### src/rtl/mult_coord_sequencer.sv
// Sequences the Mult_Coord datapath through a PE tile: K group (outer), activation (middle), weight (inner).
// Optional MULT_SEQ_PERF_EN adds saturating stall_cycles / issue_cycles counters.
module mult_coord_sequencer #(
  parameter int CNT_W = 16,
  parameter int KG_W  = 8
) (
  input  logic             clk,
  input  logic             rst,
  input  logic             start,
  input  logic             new_layer,
  input  logic             flush,
  input  logic [CNT_W-1:0] num_act_vec,
  input  logic [CNT_W-1:0] num_wgt_vec,
  input  logic [KG_W-1:0]  num_k_grp,
  input  logic             iaram_valid,
  input  logic             weight_valid,
  input  logic             xbar_ready,
  output logic             stall,
  output logic             next_a,
  output logic             first_Ex_state_cycle,
  output logic             decode_restart,
  output logic             Layer_change_flag,
  output logic             K_changing,
  output logic [CNT_W-1:0] act_idx,
  output logic [CNT_W-1:0] wgt_idx,
  output logic [KG_W-1:0]  k_idx,
  output logic             busy,
  output logic             done
`ifdef MULT_SEQ_PERF_EN
  ,
  output logic [31:0]      stall_cycles,
  output logic [31:0]      issue_cycles
`endif
);

  // state | meaning
  // IDLE  | waiting for start, datapath held
  // LOAD  | restart decoders, clear indices
  // EXEC  | issue weight vectors against the stationary activation
  // KCHG  | step to next K group
  // DONE  | one-cycle completion pulse
  typedef enum logic [2:0] {S_IDLE, S_LOAD, S_EXEC, S_KCHG, S_DONE} state_t;

  state_t           state_q, state_n;
  logic [CNT_W-1:0] num_act_q, num_wgt_q;
  logic [KG_W-1:0]  num_k_q;
  logic             new_layer_q;
  logic             first_q, first_n;
  logic [CNT_W-1:0] act_n, wgt_n;
  logic [KG_W-1:0]  k_n;
  logic             load_cfg;
  logic             issue;
  logic             wgt_last, act_last, k_last;

  // flush gating here is what makes an abort win over a same-cycle issue
  assign issue    = (state_q == S_EXEC) & xbar_ready & iaram_valid & weight_valid & ~flush;
  assign wgt_last = (wgt_idx == num_wgt_q - CNT_W'(1));
  assign act_last = (act_idx == num_act_q - CNT_W'(1));
  assign k_last   = (k_idx == num_k_q - KG_W'(1));

  always_comb begin
    state_n              = state_q;
    act_n                = act_idx;
    wgt_n                = wgt_idx;
    k_n                  = k_idx;
    first_n              = first_q;
    load_cfg             = 1'b0;
    stall                = 1'b1;
    next_a               = 1'b0;
    first_Ex_state_cycle = 1'b0;
    decode_restart       = 1'b0;
    Layer_change_flag    = 1'b0;
    K_changing           = 1'b0;
    done                 = 1'b0;
    busy                 = (state_q != S_IDLE);

    case (state_q)
      S_IDLE: begin
        if (start && !flush) begin
          load_cfg = 1'b1;
          if (num_act_vec == '0 || num_wgt_vec == '0 || num_k_grp == '0)
            state_n = S_DONE;
          else
            state_n = S_LOAD;
        end
      end
      S_LOAD: begin
        decode_restart    = 1'b1;
        Layer_change_flag = new_layer_q;
        act_n             = '0;
        wgt_n             = '0;
        k_n               = '0;
        first_n           = 1'b1;
        state_n           = S_EXEC;
      end
      S_EXEC: begin
        stall                = ~issue;
        first_Ex_state_cycle = first_q;
        if (issue) begin
          if (wgt_last) begin
            next_a  = 1'b1;
            wgt_n   = '0;
            first_n = 1'b1;
            if (!act_last)
              act_n = act_idx + CNT_W'(1);
            else if (!k_last)
              state_n = S_KCHG;
            else
              state_n = S_DONE;
          end else begin
            wgt_n   = wgt_idx + CNT_W'(1);
            first_n = 1'b0;
          end
        end
      end
      S_KCHG: begin
        K_changing = 1'b1;
        k_n        = k_idx + KG_W'(1);
        act_n      = '0;
        first_n    = 1'b1;
        state_n    = S_EXEC;
      end
      S_DONE: begin
        done    = 1'b1;
        state_n = S_IDLE;
      end
      default: state_n = S_IDLE;
    endcase

    if (flush && state_q != S_IDLE) begin
      state_n = S_IDLE;
      act_n   = '0;
      wgt_n   = '0;
      k_n     = '0;
      first_n = 1'b0;
    end
  end

  always_ff @(posedge clk or posedge rst) begin
    if (rst) begin
      state_q <= S_IDLE;
      act_idx <= '0;
      wgt_idx <= '0;
      k_idx   <= '0;
      first_q <= 1'b0;
    end else begin
      state_q <= state_n;
      act_idx <= act_n;
      wgt_idx <= wgt_n;
      k_idx   <= k_n;
      first_q <= first_n;
    end
  end

  always_ff @(posedge clk or posedge rst) begin
    if (rst) begin
      num_act_q   <= '0;
      num_wgt_q   <= '0;
      num_k_q     <= '0;
      new_layer_q <= 1'b0;
    end else if (load_cfg) begin
      num_act_q   <= num_act_vec;
      num_wgt_q   <= num_wgt_vec;
      num_k_q     <= num_k_grp;
      new_layer_q <= new_layer;
    end
  end

`ifdef MULT_SEQ_PERF_EN
  always_ff @(posedge clk or posedge rst) begin
    if (rst) begin
      stall_cycles <= '0;
      issue_cycles <= '0;
    end else if (state_q == S_LOAD) begin
      stall_cycles <= '0;
      issue_cycles <= '0;
    end else if (state_q == S_EXEC) begin
      if (stall && stall_cycles != '1)
        stall_cycles <= stall_cycles + 32'd1;
      if (issue && issue_cycles != '1)
        issue_cycles <= issue_cycles + 32'd1;
    end
  end
`endif

endmodule

### config.mk
export PLATFORM = sky130hd
export DESIGN_NAME = mult_coord_sequencer
export DESIGN_NICKNAME = d
export VERILOG_FILES = /design/src/rtl/mult_coord_sequencer.sv
export SDC_FILE = /design/constraint.sdc
export NUM_CORES = 1
export LEC_CHECK = 0
export BUFFER_PORTS_ARGS = -buffer_cell sky130_fd_sc_hd__buf_2
export CELL_PAD_IN_SITES_DETAIL_PLACEMENT = 2
export CELL_PAD_IN_SITES_GLOBAL_PLACEMENT = 2
export CORE_UTILIZATION = 31
export CTS_CLUSTER_SIZE = 16
export DETAILED_ROUTE_END_ITERATION = 12
export HOLD_SLACK_MARGIN = 0.05
export PLACE_DENSITY = 0.74
export SYNTH_ARGS = -nofsm -noshare
export SYNTH_HDL_FRONTEND = slang
export SYNTH_SLANG_ARGS = --single-unit
### constraint.sdc
create_clock -name clk -period 2.96 [get_ports clk]
set_clock_uncertainty 0.15 [all_clocks]
set_input_delay 0.148 -clock clk [delete_from_list [all_inputs] [get_ports clk]]
set_output_delay 0.148 -clock clk [all_outputs]
set_load 0.03 [all_outputs]
==> impl_metrics.toml <==
[run_status]
status = "complete, but fails checks"
violations = "setup timing"

[power]
clkPwrFrac_pct = 19.0
peakVddDrop_mv = 0.3743
switchingPower_uw = 2876
pwr-share-seq_pct = 30.3
power_per_cell_area_nw_per_um2 = 880.1
swShare_pct = 43.60
combPwrFrac_pct = 50.7
p_int_uw = 3721
p_leak_uw = 0.003269

[timing]
tightest_slew_ps = 949.1
setup_viol = 29
timing.final.ws_setup_ps = -186.0
period_needed_ps = 3146
fmaxAchievable_ghz = 0.3179
hold_viol_final = 0
slew-limit-headroom_pct = 36.30
period_share_pct = 106.3
setup_tns_ps = -2682
rsz0062_at_grt = "yes"
maxSlewViolCount = 0

[synth]
ys_seq_area_share_pct = 39.18
synth.avg_cell_area_um2 = 9.344
synthArstFlopShare_pct = 100.0
syn_area_um2 = 5429
syn_inst = 581
yosysMostFrequentCell = "dfrtp_1"
synthTopCellsByCount = "dfrtp_1 (85), nand2_1 (47), mux2_2 (41), nor2_1 (41), xnor2_1 (36)"
netlist_top_cells_area = "dfrtp_1 (39%), mux2_2 (8.5%), xnor2_1 (5.8%)"
synthDistinctLibCells = 66
synth_top_area_cell = "dfrtp_1"
synth_edf_count = 0
yosysWarnings = 0
synth_top_area_share_pct = 39.18
ys.flop_type = "dfrtp_1"
syn_nets = 635
ys_ff_latch = 85

[place]
gp_congestion = 0.8475
io_buffers = 95
dpl.cell_count = 929
dp_hpwl_um = 14470

[die]
dieArea_um2 = 18050
ios = 96
die_y_um = 134.3
die_w_um = 134.3
initial_core_util_pct = 31.61
std_cell_rows = 48
core-area_um2 = 17180

[worst_setup_path]
rrSetupSlack_ps = -190
critPathMaxFanout = 7
critPathArrivalTime_ps = 3280
startpoint = "num_wgt_q[1]"
worstSetupEndpoint = "act_idx[4]"
critical_path_class = "register to register"
rr_worst_depth = 10
setup.worst_path.end_class = "register"
worstPathRequired_ps = 3090
cp-start-kind = "register"
timing.rr.end = "act_idx[4]"
r2r-start = "num_wgt_q[1]"

[final_layout]
diodes = 0
nFillCells = 1850
multi_input_area_um2 = 3286
fin_nets = 821
syn2layout_area_growth_pct = 38.07
layout-drive-gt1-share_pct = 32.12
final_util_pct = 43.64
regArea_um2 = 2127
fin_cells = 997

[drt]
postRouteWirelength_um = 22450
drtAntennaViolNets = 0
drt-vias-per-instance = 5.479
drtIter0Drc = 238
num_vias = 5463
wl_per_cell_um = 22.51
drcViolationCount = 0
drt_pass1_iterations = 4

[global_routing]
grt_pass1_vias = 6026
grt_usage_pct = 23.98
grt_pass1_wl_um = 33290
grt_max_degree = 86
antenna_found_initial = 0
grt_overflow = 0

[clock_tree]
clk_path_buf_depth = 2
cts_sinks = 85
clock_tree.root_cell = "clkbuf_16"
tritoncts = "yes"
htreeDepth = 3
clock_latency_ps = 360
cts_made_buffers = 9
clkSlewWorstSetupHoldPaths_ps = 70

[run]
cap_violations = 0

[min_path]
hp-class = "input pin to register"
[routing by layer]
metal | global-route usage, % | up-vias | wire length, um
li1 | - | 2483 | -
met1 | 29.71 | 2822 | 9654
met2 | 43.01 | 120 | 11610
met3 | 2.797 | 38 | 610
met4 | 7.990 | 0 | 570
met5 | 0 | - | 0
[layout by cell type, fill, tap and decap left out, types with 6 or more instances in the layout]
cell           synthesis  layout
buf_4                  1      56
dfrtp_1               85      85
xor2_1                21      21
nor2b_1                6       6
mux2i_1               12      12
nand3_1               30      29
a31oi_1                6       6
mux2_2                41      41
nor4_1                18      16
nand4_1               17      17
and3_1                10      10
dlygate4sd3_1          0      43
o21ai_0               22      19
nor2_1                41      40
or3_1                 11      11
a21oi_1               19      16
buf_2                  2      94
xnor2_1               36      36
inv_1                 25      24
nand2_1               47      47
clkbuf_16              0       9
nor3_1                18      18
[final cells by class]
type / instances / share of cell area [%]
Clock buffer: 12 / 3.155
Clock inverter: 4 / 0.9681
Inverter: 25 / 1.269
Multi-Input combinational cell: 447 / 43.83
Sequential cell: 85 / 28.38
Tap cell: 225 / 3.756
Timing Repair Buffer: 199 / 18.64
[power by group through the flow]
| stage | Clock (uW) | Sequential [uW] | Combinational, uW |
|---|---|---|---|
| 3_3_place_gp | 0 | 1940 | 2830 |
| 5_1_grt | 1310 | 2040 | 3590 |
| 2_1_floorplan | 0 | 1990 | 1780 |
| 4_1_cts | 1270 | 1970 | 3100 |
| 6_report | 1260 | 2000 | 3340 |
| 3_5_place_dp | 0 | 1980 | 2970 |
[worst max-delay path: stages, from the launching register on]
cell       delay (ps)
dfrtp_1           450
inv_1             100
ha_2              230
nor4b_2           210
and4b_1           260
or4b_1            490
nand3_2           130
o2111ai_4         180
o21bai_4          310
a2111o_1          480
o21ai_1            80
[logic make-up (layout without fill, tap and decap cells)]
family,Yosys count,count (layout),synth area share [%]
flops,85,85,39.18
mux,54,54,10.92
compound gates,101,101,13.21
xor+xnor,57,57,9.196
fa+ha+maj,6,6,1.383
buf+inv,49,240,3.641
simple gates,229,229,22.47
[state kept, by name (all words and copies together) (netlist names)]
register     cells
new_layer_q      1
wgt_idx         16
first_q          1
num_k_q          8
state_q          3
num_wgt_q       16
act_idx         16
k_idx            8
num_act_q       16
[repair_timing]
action | CTS | global route
endpoints found under the setup margin | 34 | 35
hold endpoints to repair | 127 | 0
hold buffers | 43 | 0
pin swaps | 6 | 12
buffers inserted | 5 | 3
gates cloned | 0 | 1
gates resized for setup | 13 | 30
[how the worst min path moves through the flow]
stage	depth (start not counted)	endpoint	start	slack, ps
finish	4	state_q[2]	start	60
global route	4	state_q[0]	start	80
CTS	4	state_q[2]	start	60
detailed placement	3	num_act_q[11]	rst	150
global placement	3	num_act_q[11]	rst	140
floorplan	1	num_wgt_q[13]	num_wgt_vec[13]	150
[per-stage QoR]
step           total power [uW]  hold WS, ps  setup slack [ps]  cell area, um^2
2_1_floorplan              3768        148.5            -58.25             5435
3_3_place_gp               4767        140.4            -49.81             6492
3_5_place_dp               4952        149.5            -263.9             6492
4_1_cts                    6342        61.17            -107.5             7330
5_1_grt                    6943        84.27            -294.5             7496
6_report                   6597        55.12            -186.0             7496
Power figures use the tool's default switching activity.
